## src/rtl/dmac_pkg.sv

```systemverilog
// -----------------------------------------------------------------------------
// dmac_pkg
// Definitions shared by the DMAC host master and the DMAC slave register port.
//   - Register addresses of the slave register port.
//   - State encoding of the host-master sequencer.
// -----------------------------------------------------------------------------
package dmac_pkg;

    localparam logic [15:0] ADDR_START      = 16'h0000;  // write 1 to start
    localparam logic [15:0] ADDR_INTERRUPT  = 16'h0001;  // rd bit0 = opdone, wr 1 = clear
    localparam logic [15:0] ADDR_INT_ENABLE = 16'h0002;
    localparam logic [15:0] ADDR_SOURCE     = 16'h0003;
    localparam logic [15:0] ADDR_DEST       = 16'h0004;
    localparam logic [15:0] ADDR_SIZE       = 16'h0005;
    localparam logic [15:0] ADDR_OPMODE     = 16'h0007;

    typedef enum logic [3:0] {
        ST_IDLE     = 4'd0,
        ST_WR_SRC   = 4'd1,
        ST_WR_DEST  = 4'd2,
        ST_WR_SIZE  = 4'd3,
        ST_WR_MODE  = 4'd4,
        ST_WR_IE    = 4'd5,
        ST_WR_START = 4'd6,
        ST_WAIT     = 4'd7,
        ST_POLL_RD  = 4'd8,
        ST_POLL_CHK = 4'd9,
        ST_CLEAR    = 4'd10,
        ST_FIN      = 4'd11
    } hm_state_e;

endpackage

```

## src/rtl/dmac_host_master.sv

```systemverilog
// -----------------------------------------------------------------------------
// dmac_host_master
// Bus initiator for the DMAC slave register port. Takes one transfer command,
// programs source/destination/size/opmode/interrupt-enable, starts the
// operation, waits for completion (interrupt or status polling), clears
// opdone and reports done/err.
//
// Ports
//   clk, reset_n                   clock, async active-low reset
//   cmd_valid/cmd_ready            command handshake (ready only in IDLE)
//   cmd_src/dest/size/opmode/ie    command fields
//   m_sel/m_wr/m_addr/m_dout       register access to the slave
//   m_din                          slave read data (one-cycle latency)
//   m_irq                          slave interrupt
//   busy/done/err                  status; err is meaningful with done
//
// state       | meaning
// ------------+----------------------------------------------------------
// IDLE        | ready for a command
// WR_SRC      | source write on the bus
// WR_DEST     | destination write on the bus
// WR_SIZE     | size write on the bus
// WR_MODE     | opmode write on the bus
// WR_IE       | interrupt-enable write on the bus
// WR_START    | start write on the bus, timeout loaded
// WAIT        | waiting for irq (ie=1) or for the poll gap (ie=0)
// POLL_RD     | status read on the bus
// POLL_CHK    | status read data sampled
// CLEAR       | opdone clear write on the bus
// FIN         | done pulse
//
// All outputs are registered: the bus values shown while in a state are
// computed on the edge that enters that state.
// -----------------------------------------------------------------------------
module dmac_host_master
    import dmac_pkg::*;
#(
    parameter int unsigned POLL_GAP = 4,
    parameter int unsigned TIMEOUT  = 1024
) (
    input  logic        clk,
    input  logic        reset_n,
    input  logic        cmd_valid,
    output logic        cmd_ready,
    input  logic [31:0] cmd_src,
    input  logic [31:0] cmd_dest,
    input  logic [31:0] cmd_size,
    input  logic [1:0]  cmd_opmode,
    input  logic        cmd_ie,
    output logic        m_sel,
    output logic        m_wr,
    output logic [15:0] m_addr,
    output logic [31:0] m_dout,
    input  logic [31:0] m_din,
    input  logic        m_irq,
    output logic        busy,
    output logic        done,
    output logic        err
);

    localparam int GW = (POLL_GAP > 1) ? $clog2(POLL_GAP) : 1;
    localparam int TW = $clog2(TIMEOUT);
    localparam logic [GW-1:0] GAP_LOAD = GW'(POLL_GAP - 1);
    // Counter runs through 0 inclusive; the WR_START cycle and the final
    // transition cycle account for the remaining two counts.
    localparam logic [TW-1:0] TMO_LOAD = TW'(TIMEOUT - 2);

    hm_state_e     state_q, state_d;
    logic          cmd_ready_q, cmd_ready_d;
    logic          busy_q, busy_d;
    logic          done_q, done_d;
    logic          err_q, err_d;
    logic          m_sel_q, m_sel_d;
    logic          m_wr_q, m_wr_d;
    logic [15:0]   m_addr_q, m_addr_d;
    logic [31:0]   m_dout_q, m_dout_d;
    logic [31:0]   dest_q, dest_d;
    logic [31:0]   size_q, size_d;
    logic [1:0]    opmode_q, opmode_d;
    logic          ie_q, ie_d;
    logic [GW-1:0] gap_q, gap_d;
    logic [TW-1:0] tmo_q, tmo_d;

    // Only the opdone bit of the status word matters.
    logic          din_unused;
    assign din_unused = ^m_din[31:1];

    always_comb begin
        state_d     = state_q;
        cmd_ready_d = cmd_ready_q;
        busy_d      = busy_q;
        done_d      = 1'b0;
        err_d       = err_q;
        m_sel_d     = 1'b0;
        m_wr_d      = 1'b0;
        m_addr_d    = m_addr_q;
        m_dout_d    = m_dout_q;
        dest_d      = dest_q;
        size_d      = size_q;
        opmode_d    = opmode_q;
        ie_d        = ie_q;
        gap_d       = gap_q;
        tmo_d       = tmo_q;

        case (state_q)
            ST_IDLE: begin
                if (cmd_valid && cmd_ready_q) begin
                    dest_d      = cmd_dest;
                    size_d      = cmd_size;
                    opmode_d    = cmd_opmode;
                    ie_d        = cmd_ie;
                    cmd_ready_d = 1'b0;
                    busy_d      = 1'b1;
                    err_d       = 1'b0;
                    if (cmd_size == 32'd0) begin
                        state_d = ST_FIN;
                        done_d  = 1'b1;
                        err_d   = 1'b1;
                    end else begin
                        state_d  = ST_WR_SRC;
                        m_sel_d  = 1'b1;
                        m_wr_d   = 1'b1;
                        m_addr_d = ADDR_SOURCE;
                        m_dout_d = cmd_src;
                    end
                end
            end
            ST_WR_SRC: begin
                state_d  = ST_WR_DEST;
                m_sel_d  = 1'b1;
                m_wr_d   = 1'b1;
                m_addr_d = ADDR_DEST;
                m_dout_d = dest_q;
            end
            ST_WR_DEST: begin
                state_d  = ST_WR_SIZE;
                m_sel_d  = 1'b1;
                m_wr_d   = 1'b1;
                m_addr_d = ADDR_SIZE;
                m_dout_d = size_q;
            end
            ST_WR_SIZE: begin
                state_d  = ST_WR_MODE;
                m_sel_d  = 1'b1;
                m_wr_d   = 1'b1;
                m_addr_d = ADDR_OPMODE;
                m_dout_d = {30'b0, opmode_q};
            end
            ST_WR_MODE: begin
                state_d  = ST_WR_IE;
                m_sel_d  = 1'b1;
                m_wr_d   = 1'b1;
                m_addr_d = ADDR_INT_ENABLE;
                m_dout_d = {31'b0, ie_q};
            end
            ST_WR_IE: begin
                state_d  = ST_WR_START;
                m_sel_d  = 1'b1;
                m_wr_d   = 1'b1;
                m_addr_d = ADDR_START;
                m_dout_d = 32'd1;
            end
            ST_WR_START: begin
                state_d = ST_WAIT;
                tmo_d   = TMO_LOAD;
                gap_d   = GAP_LOAD;
            end
            ST_WAIT, ST_POLL_RD, ST_POLL_CHK: begin
                // Timeout wins over any coincident irq or poll hit.
                if (tmo_q == '0) begin
                    state_d  = ST_CLEAR;
                    err_d    = 1'b1;
                    m_sel_d  = 1'b1;
                    m_wr_d   = 1'b1;
                    m_addr_d = ADDR_INTERRUPT;
                    m_dout_d = 32'd1;
                end else begin
                    tmo_d = tmo_q - 1'b1;
                    if (state_q == ST_WAIT) begin
                        if (ie_q) begin
                            if (m_irq) begin
                                state_d  = ST_CLEAR;
                                m_sel_d  = 1'b1;
                                m_wr_d   = 1'b1;
                                m_addr_d = ADDR_INTERRUPT;
                                m_dout_d = 32'd1;
                            end
                        end else if (gap_q == '0) begin
                            // Read keeps m_dout at its last written value.
                            state_d  = ST_POLL_RD;
                            m_sel_d  = 1'b1;
                            m_addr_d = ADDR_INTERRUPT;
                        end else begin
                            gap_d = gap_q - 1'b1;
                        end
                    end else if (state_q == ST_POLL_RD) begin
                        state_d = ST_POLL_CHK;
                    end else if (m_din[0]) begin
                        state_d  = ST_CLEAR;
                        m_sel_d  = 1'b1;
                        m_wr_d   = 1'b1;
                        m_addr_d = ADDR_INTERRUPT;
                        m_dout_d = 32'd1;
                    end else begin
                        state_d = ST_WAIT;
                        gap_d   = GAP_LOAD;
                    end
                end
            end
            ST_CLEAR: begin
                state_d = ST_FIN;
                done_d  = 1'b1;
            end
            ST_FIN: begin
                state_d     = ST_IDLE;
                busy_d      = 1'b0;
                cmd_ready_d = 1'b1;
            end
            default: begin
                state_d     = ST_IDLE;
                busy_d      = 1'b0;
                cmd_ready_d = 1'b1;
            end
        endcase
    end

    always_ff @(posedge clk or negedge reset_n) begin
        if (!reset_n) begin
            state_q     <= ST_IDLE;
            cmd_ready_q <= 1'b1;
            busy_q      <= 1'b0;
            done_q      <= 1'b0;
            err_q       <= 1'b0;
            m_sel_q     <= 1'b0;
            m_wr_q      <= 1'b0;
            m_addr_q    <= '0;
            m_dout_q    <= '0;
            dest_q      <= '0;
            size_q      <= '0;
            opmode_q    <= '0;
            ie_q        <= 1'b0;
            gap_q       <= '0;
            tmo_q       <= '0;
        end else begin
            state_q     <= state_d;
            cmd_ready_q <= cmd_ready_d;
            busy_q      <= busy_d;
            done_q      <= done_d;
            err_q       <= err_d;
            m_sel_q     <= m_sel_d;
            m_wr_q      <= m_wr_d;
            m_addr_q    <= m_addr_d;
            m_dout_q    <= m_dout_d;
            dest_q      <= dest_d;
            size_q      <= size_d;
            opmode_q    <= opmode_d;
            ie_q        <= ie_d;
            gap_q       <= gap_d;
            tmo_q       <= tmo_d;
        end
    end

    assign cmd_ready = cmd_ready_q;
    assign busy      = busy_q;
    assign done      = done_q;
    assign err       = err_q;
    assign m_sel     = m_sel_q;
    assign m_wr      = m_wr_q;
    assign m_addr    = m_addr_q;
    assign m_dout    = m_dout_q;

endmodule

```

## config.mk

```make
export PLATFORM = sky130hd
export DESIGN_NAME = dmac_host_master
export DESIGN_NICKNAME = d
export VERILOG_FILES = /design/src/rtl/dmac_pkg.sv /design/src/rtl/dmac_host_master.sv
export SDC_FILE = /design/constraint.sdc
export NUM_CORES = 1
export LEC_CHECK = 0
export ABC_CLOCK_PERIOD_IN_PS = 5240
export BUFFER_PORTS_ARGS = -buffer_cell sky130_fd_sc_hd__buf_4
export CORE_ASPECT_RATIO = 1.1
export CORE_MARGIN = 1.5
export CORE_UTILIZATION = 30
export CTS_CLUSTER_DIAMETER = 50
export CTS_CLUSTER_SIZE = 28
export DETAILED_ROUTE_END_ITERATION = 10
export SLEW_MARGIN = 20
export SYNTH_ARGS = -nofsm -noshare
export SYNTH_HDL_FRONTEND = slang
export SYNTH_SLANG_ARGS = --single-unit
```

## constraint.sdc

```tcl
create_clock -name clk -period 5.24 [get_ports clk]
set_input_delay 0.524 -clock clk [delete_from_list [all_inputs] [get_ports clk]]
set_output_delay 0.524 -clock clk [all_outputs]
set_load 0.05 [all_outputs]
```

==> summary.md, run 1 <==
| Metric | Value |
|---|---|
| Starting Density | `0.307` |
| Unique masters post-synth | `61` |
| CP endpoint kind | `flip-flop` |
| Logic pwr share | `0.422` |
| Synth top area share | `0.521` |
| Clk slew on worst S/H paths | `60 ps` |
| Fmax | `332 MHz` |
| Post-synth ARST share | `1.00` |
| Min Tclk post-route | `roughly 3000 ps` |
| Most used DFF post-synth | `dfrtp_1` |
| Relative slew slack | `0.271` |
| Clock Latency Late Sink | `about 420 ps` |
| Sequential area share after synthesis | `0.525` |
| Status | `complete, no violations` |
| Clk buf depth | `2` |
| Number of max-cap violations | `0` |
| Sw frac | `0.395` |
| Post_cts resized | `0` |
| Clock share of power | `0.226` |
| Worst Max-Slew Pin Slew | `1090 ps` |
| Post-DP HPWL | `10800 um` |
| Pwr Density | `649 nW/um^2` |
| WP depth | `5` |
| Wire length per cell | `17.7 um` |
| Pre-antenna DRT Iters | `8` |
| Grt ovf | `0` |
| Total power | `4.99 mW` |
| Die Width | `137 um` |
| DP Cell Count | `858` |
| I/O Pins | `189` |
| Syn Inst Count | `494` |
| Setup violators final | `0` |
| Yosys top cell by area | `dfrtp_1` |
| Hold-fix buffers, CTS | `0` |
| Largest net degree at the start of global routing | `between 60 and 70` |
| Cell family with most CP delay | `simple AND/OR/NAND/NOR gates` |
| #FFs+latches synth | `124` |
| Layout Cells excl Fill | `888` |
| WP data required | `5540 ps` |
| Number of synthesized flops with an enable pin | `0` |
| Ant diodes | `0` |
| Avg Cell Area, Syn | `12.0 um^2` |
| VDD IR-drop max | `291 uV` |
| Routed WL | `15800 um` |
| Number of fill cells | `1849` |
| Ys Warns | `0` |
| Htree depth | `4` |
| Routability cong. | `0.799` |
| Pre-CTS setup slack | `2070 ps` |
| Number of global-route vias before repair | `4702` |
| Setup crit start | `state_q[2]` |
| Initial antenna violation count | `0` |
| CP Class | `reg2reg` |
| Hold Vio Cnt, Final | `0` |
| Postcts setup bufs | `0` |
| DRC | `0` |
| Clock Root Buffer | `clkbuf_16` |
| I/O Buffers | `144` |
| Layout Nets | `767` |
| CP startpoint kind | `flip-flop` |
| Via count | `4543` |
| Final WS setup | `2230 ps` |
| Crit-path cells | `nand4b_1, nand2_1, nand2_2, nand3_4, mux2_2` |
| Flop pwr share | `0.352` |
| R2R Path Start | `state_q[2]` |
| Clock sinks | `between 100 and 150` |
| Worst-case reg-to-reg path depth | `5` |
| Iter 0 DRT Violations | `344` |
| CP max FO | `33` |
| Syn Std Cell Area | `about 5900 um^2` |
| Share of layout cells above drive strength 1 | `0.401` |
| Crit path arrival time | `~3300 ps` |
| Fin. max-slew vios | `0` |
| Top cells by area, synth | `dfrtp_1 52%, mux2_2 13%, mux2i_1 5.4%` |
| CTS tree | `done` |
| Post-synth top cells | `123 x dfrtp_1, 69 x mux2_2, 41 x inv_1` |
| Leak Pwr | `3.56 nW` |
| RSZ-0062 raised after global routing | `no` |
| GRT Util Overall | `0.156` |
| Clk_skew | `around 21 ps` |
| Int Pwr | `3.02 mW` |
| Routed vias/inst | `5.12` |
| First-pass GRT wire length | `24500 um` |
| Die span in y | `around 150 um` |
| Top-count cell post-synth | `dfrtp_1` |
| CP bufs+invs | `0` |
| Area grow syn2layout | `30.0%` |
| Antenna-violating nets left | `0` |
| CORE AREA | `about 19000 um^2` |
| Min-Delay Path Class | `in2async` |
| Slowest CP cell | `dfrtp_1` |
| Net Sw Power | `1.97 mW` |
| Setup TNS | `0 ps` |
| Die Area | `20600 um^2` |
| Period utilisation layout | `0.575` |
| Num CTS Buffers | `17` |
| Row cnt | `53` |
| Crit-path max cell delay | `930 ps` |
## registers in the layout, indices dropped and copies added, names as in the netlist
| name | count |
|---|---|
| busy | 1 |
| m_sel | 1 |
| size_q | 32 |
| opmode_q | 2 |
| m_dout | 32 |
| tmo_q | 10 |
| done | 1 |
| ie_q | 1 |
| m_addr | 3 |
| err | 1 |
| gap_q | 2 |
| cmd_ready | 1 |
| state_q | 4 |
| m_wr | 1 |
| dest_q | 32 |
## cells in the final DEF, fill, tap and decap left out, drive strengths merged, types with 3 or more instances in the layout
| cell | count |
|---|---|
| a21oi | 14 |
| o311ai | 3 |
| nor4 | 11 |
| nand3 | 8 |
| mux2i | 32 |
| nor2 | 16 |
| mux2 | 69 |
| buf | 148 |
| dfrtp | 123 |
| nor2b | 3 |
| or3 | 3 |
| conb | 13 |
| a22oi | 3 |
| a21boi | 3 |
| nand2 | 21 |
| clkbuf | 23 |
| clkinv | 3 |
| nor3 | 11 |
| a222oi | 30 |
| xor2 | 3 |
| o21ai | 17 |
| inv | 41 |
| xnor2 | 3 |
## stage by stage
stage	util	hold slack, ps	cell area (um^2)
6_report	0.399	216	7680
3_3_place_gp	0.370	481	7110
5_1_grt	0.399	293	7680
3_5_place_dp	0.370	486	7110
4_1_cts	0.399	242	7680
2_1_floorplan	-	228	5960
## cell families (layout without fill, tap and decap cells)
group,Yosys count,in the layout,synth area share
flip-flops,124,124,0.525
multiplexers,101,101,0.186
AO/OA/AOI/OAI,88,88,0.119
AND/OR/NAND/NOR,88,88,0.0828
buffers and inverters,84,219,0.0735
XOR/XNOR,6,6,0.00889
adder cells (fa/ha/maj),2,2,0.00423
other,1,13,0.000634
## power groups by stage
stage               Combinational [mW]  Clock, mW  Sequential [mW]
floorplan                         1.30          0             2.02
global placement                  2.08          0             1.74
detailed placement                2.13          0             1.76
CTS                               2.14       1.16             1.75
global route                      2.27       1.20             1.82
finish                            2.10       1.13             1.75
## routing by layer
| layer | track usage | up-vias | share of wire |
|---|---|---|---|
| met5 | 0 | - | 0 |
| met4 | 0.0684 | 0 | 0.022 |
| met3 | 0.0448 | 25 | 0.056 |
| met2 | 0.258 | 151 | 0.51 |
| met1 | 0.189 | 2304 | 0.41 |
| li1 | - | 2063 | - |
## worst reg2reg max path, stage by stage, from the launching register on
cell and delay [ps]:
dfrtp_1 930, nand4b_1 520, nand2_1 330, nand2_2 120, nand3_4 550, mux2_2 460
## path summary, 6_finish.rpt
path	to	slack, ps
max	m_dout[1]	2230
min	m_addr[2]	220
max reg2reg	m_dout[1]	2230
min reg2reg	m_addr[0]	490
max in group asynchronous	size_q[0]	3710
min in group clk	dest_q[9]	340
## area by class of cell
class / instances / area [um^2] / area share
Tap cell: 247 / 309 / 0.0402
Sequential cell: 124 / 3100 / 0.404
Timing Repair Buffer: 148 / 1110 / 0.145
Clock inverter: 7 / 90.1 / 0.0117
Clock buffer: 23 / 478 / 0.0622
Multi-Input combinational cell: 298 / 2440 / 0.317
Inverter: 41 / 154 / 0.0200
No activity file was read; power rests on OpenSTA's default activity.
==> run 2: changes to the inputs <==
Settings changed: ABC_AREA set to 1, ABC_CLOCK_PERIOD_IN_PS 5240 to 2400.
Clock period 5.24 ns to 2.4 ns, I/O delays scaled along.
==> summary.md, run 2 <==
| Metric | Value |
|---|---|
| Status | `finished with violations` |
| Failing checks | `DRC` |
| Post_cts resized | `0 (unchanged)` |
| Relative slew slack | `0.649 (+0.378)` |
| #FFs+latches synth | `124 (unchanged)` |
| Routability cong. | `0.886 (+11%)` |
| Row cnt | `54 (+1.9%)` |
| Crit path arrival time | `2270 ps (-1040 ps)` |
| Layout Nets | `1107 (+44%)` |
| CP endpoint kind | `flip-flop` |
| Clock share of power | `0.208 (-0.018)` |
| Multi-input gate area | `2720 um^2 (+11%)` |
| Pre-antenna DRT Iters | `8 (unchanged)` |
| Number of global-route vias before repair | `5710 (+21%)` |
| Clk slew on worst S/H paths | `60 ps (about the same)` |
| Area grow syn2layout | `31.4%` |
| R2R setup slack | `410 ps (-1820 ps)` |
| CTS tree | `done` |
| Sw frac | `0.472 (+0.0771)` |
| Syn Inst Count | `829 (+68%)` |
| Min Tclk post-route | `1990 ps (-1020 ps)` |
| Share of layout cells above drive strength 1 | `0.217 (-0.184)` |
| VDD IR-drop max | `589 uV (+100%)` |
| Clk buf depth | `2 (unchanged)` |
| Ys Warns | `0 (unchanged)` |
| Htree depth | `4 (unchanged)` |
| Clk_skew | `9.27 ps (-11.9 ps)` |
| Ant diodes | `0 (unchanged)` |
| CP max FO | `9 (-73%)` |
| Top-count cell post-synth | `nand2_1` |
| Commonest non-fill, non-tap cell in the layout | `nand2_1` |
| Min-Delay Path Class | `in2reg` |
| Die span in y | `153 um (+1.9%)` |
| Pwr Density | `1460 nW/um^2 (+130%)` |
| Crit-path cells | `inv_1, ha_1, nand2_1, inv_1, nand3_1, nand2_1, nand2_1, inv_1, o21ai_1, nand3_1` |
| Postcts setup bufs | `0 (unchanged)` |
| CORE AREA | `19900 um^2 (+3.6%)` |
| CP Class | `reg2reg` |
| Syn Std Cell Area | `6150 um^2 (+4.0%)` |
| Initial antenna violation count | `0 (unchanged)` |
| Number of max-cap violations | `0 (unchanged)` |
| Cell family with most CP delay | `simple AND/OR/NAND/NOR gates` |
| Iter 0 DRT Violations | `237 (-31%)` |
| Starting Density | `0.308 (+0.00106)` |
| Fmax | `502 MHz (+51%)` |
| Top cells by area, synth | `dfrtp_1 50%, nand2_1 24%, nand3_1 9.6%` |
| WP data required | `2680 ps (-2860 ps)` |
| Net Sw Power | `5.58 mW (+180%)` |
| Layout Cells excl Fill | `1235 (+39%)` |
| Clock Root Buffer | `clkbuf_16` |
| Most used DFF post-synth | `dfrtp_1` |
| Wire length per cell | `14.7 um (-17%)` |
| Commonest cells after routing, fill and taps aside | `400 x nand2_1, 155 x buf_4, 123 x dfrtp_1, 118 x nand3_1, 44 x nor2_1` |
| Int Pwr | `6.24 mW (+110%)` |
| I/O Buffers | `144 (unchanged)` |
| Number of fill cells | `2061 (+11%)` |
| Die Area | `21400 um^2 (+3.9%)` |
| Routed vias/inst | `4.58 (-11%)` |
| GRT Util Overall | `0.176 (+0.0198)` |
| Unique masters post-synth | `32 (-48%)` |
| Slowest CP cell | `dfrtp_1` |
| Setup violators final | `0 (unchanged)` |
| Clock Latency Late Sink | `410 ps (about the same)` |
| Register area | `3100 um^2 (unchanged)` |
| Flop pwr share | `0.301 (-0.051)` |
| Post-synth top cells | `400 x nand2_1, 123 x dfrtp_1, 118 x nand3_1` |
| Crit-path max cell delay | `340 ps (-590 ps)` |
| DRC | `6 (+6)` |
| Logic pwr share | `0.490 (+0.068)` |
| CP startpoint kind | `flip-flop` |
| Hold Vio Cnt, Final | `0 (unchanged)` |
| Avg Cell Area, Syn | `7.42 um^2 (-38%)` |
| Hold-fix buffers, CTS | `1 (+1)` |
| Yosys top cell by area | `dfrtp_1` |
| I/O Pins | `189 (unchanged)` |
| Antenna-violating nets left | `0 (unchanged)` |
| Number of synthesized flops with an enable pin | `0 (unchanged)` |
| Synth top area share | `0.501 (-0.0200)` |
| Post-synth ARST share | `1.00 (unchanged)` |
| CP bufs+invs | `3 (+3)` |
| Largest net degree at the start of global routing | `57 (-16%)` |
| First-pass GRT wire length | `29400 um (+20%)` |
| Leak Pwr | `4.32 nW (+21%)` |
| RSZ-0062 raised after global routing | `no` |
| Grt ovf | `0 (unchanged)` |
| Die Width | `139 um (+1.9%)` |
| Clock sinks | `124 (unchanged)` |
| Post-DP HPWL | `13200 um (+23%)` |
| Setup TNS | `0 ps (unchanged)` |
| Sequential area share after synthesis | `0.505 (-0.0202)` |
| Worst Max-Slew Pin Slew | `526 ps (-563 ps)` |
| DP Cell Count | `1202 (+40%)` |
| Via count | `5653 (+24%)` |
| Num CTS Buffers | `17 (unchanged)` |
| Period utilisation layout | `0.830 (+0.255)` |
| Fin. max-slew vios | `0 (unchanged)` |
| Routed WL | `18100 um (+15%)` |
run 2: worst register-to-register path, stage by stage, from the launching register on:
cell and delay [ps]:
dfrtp_1 340, inv_1 90, ha_1 240, nand2_1 100, inv_1 80, nand3_1 230, nand2_1 180, nand2_1 240
inv_1 140, o21ai_1 140, nand3_1 80
run 2: cell families (layout without fill, tap and decap cells):
| logic type | after synthesis | in the layout | synth area share |
|---|---|---|---|
| AOI/OAI and AO/OA | 28 | 28 | 0.0254 |
| xor gates and xnor gates | 3 | 3 | 0.00428 |
| adders and majority gates | 2 | 2 | 0.00407 |
| buffers and inverters | 84 | 226 | 0.0651 |
| DFF | 124 | 124 | 0.505 |
| other | 1 | 13 | 0.000610 |
| and+or+nand+nor | 587 | 587 | 0.395 |
run 2: power by group through the flow:
| stage | logic [mW] | clock network (mW) | registers (mW) |
|---|---|---|---|
| finish | 5.80 | 2.47 | 3.56 |
| global route | 6.50 | 2.62 | 3.68 |
| CTS | 5.88 | 2.53 | 3.56 |
| detailed placement | 5.87 | 0 | 3.59 |
| global placement | 5.79 | 0 | 3.57 |
| floorplan | 3.24 | 0 | 4.39 |
run 2: final timing paths:
kind / from / endpoint / cells after the start
min reg2reg: dest_q[3] / dest_q[3] / 2
max reg2reg: tmo_q[0] / tmo_q[4] / 10
min: cmd_dest[6] / dest_q[6] / 3
max: tmo_q[0] / tmo_q[4] / 10
max in group asynchronous: reset_n / cmd_ready / 3
min in group asynchronous: reset_n / tmo_q[3] / 2
run 2: final cells by class:
| type | instances | share of cell area |
|---|---|---|
| clock buffer | 18 | 0.0544 |
| clock inverter | 14 | 0.0166 |
| inverter | 34 | 0.0158 |
| multi-input combinational | 633 | 0.336 |
| sequential | 124 | 0.384 |
| tap | 252 | 0.0390 |
| timing repair buffer | 160 | 0.154 |
run 2: per-stage QoR:
stage / power (mW) / cell area [um^2] / utilization / setup slack (ps) / hold slack, ps
4_1_cts: 12.0 / 8080 / 0.405 / 387 / 5.09
3_5_place_dp: 9.46 / 7500 / 0.376 / 401 / 224
6_report: 11.8 / 8080 / 0.405 / 408 / 24.4
5_1_grt: 12.8 / 8080 / 0.405 / 112 / 20.0
3_3_place_gp: 9.36 / 7500 / 0.376 / 433 / 219
2_1_floorplan: 7.62 / 6190 / - / 697 / -55.6
run 2: layer usage:
layer | vias to the layer above | routed length, um | GRT usage
met2 | 137 | 9160 | 0.305
met4 | 0 | 312 | 0.0532
met5 | - | 0 | 0
met3 | 20 | 846 | 0.0341
li1 | 2873 | - | -
met1 | 2623 | 7800 | 0.221
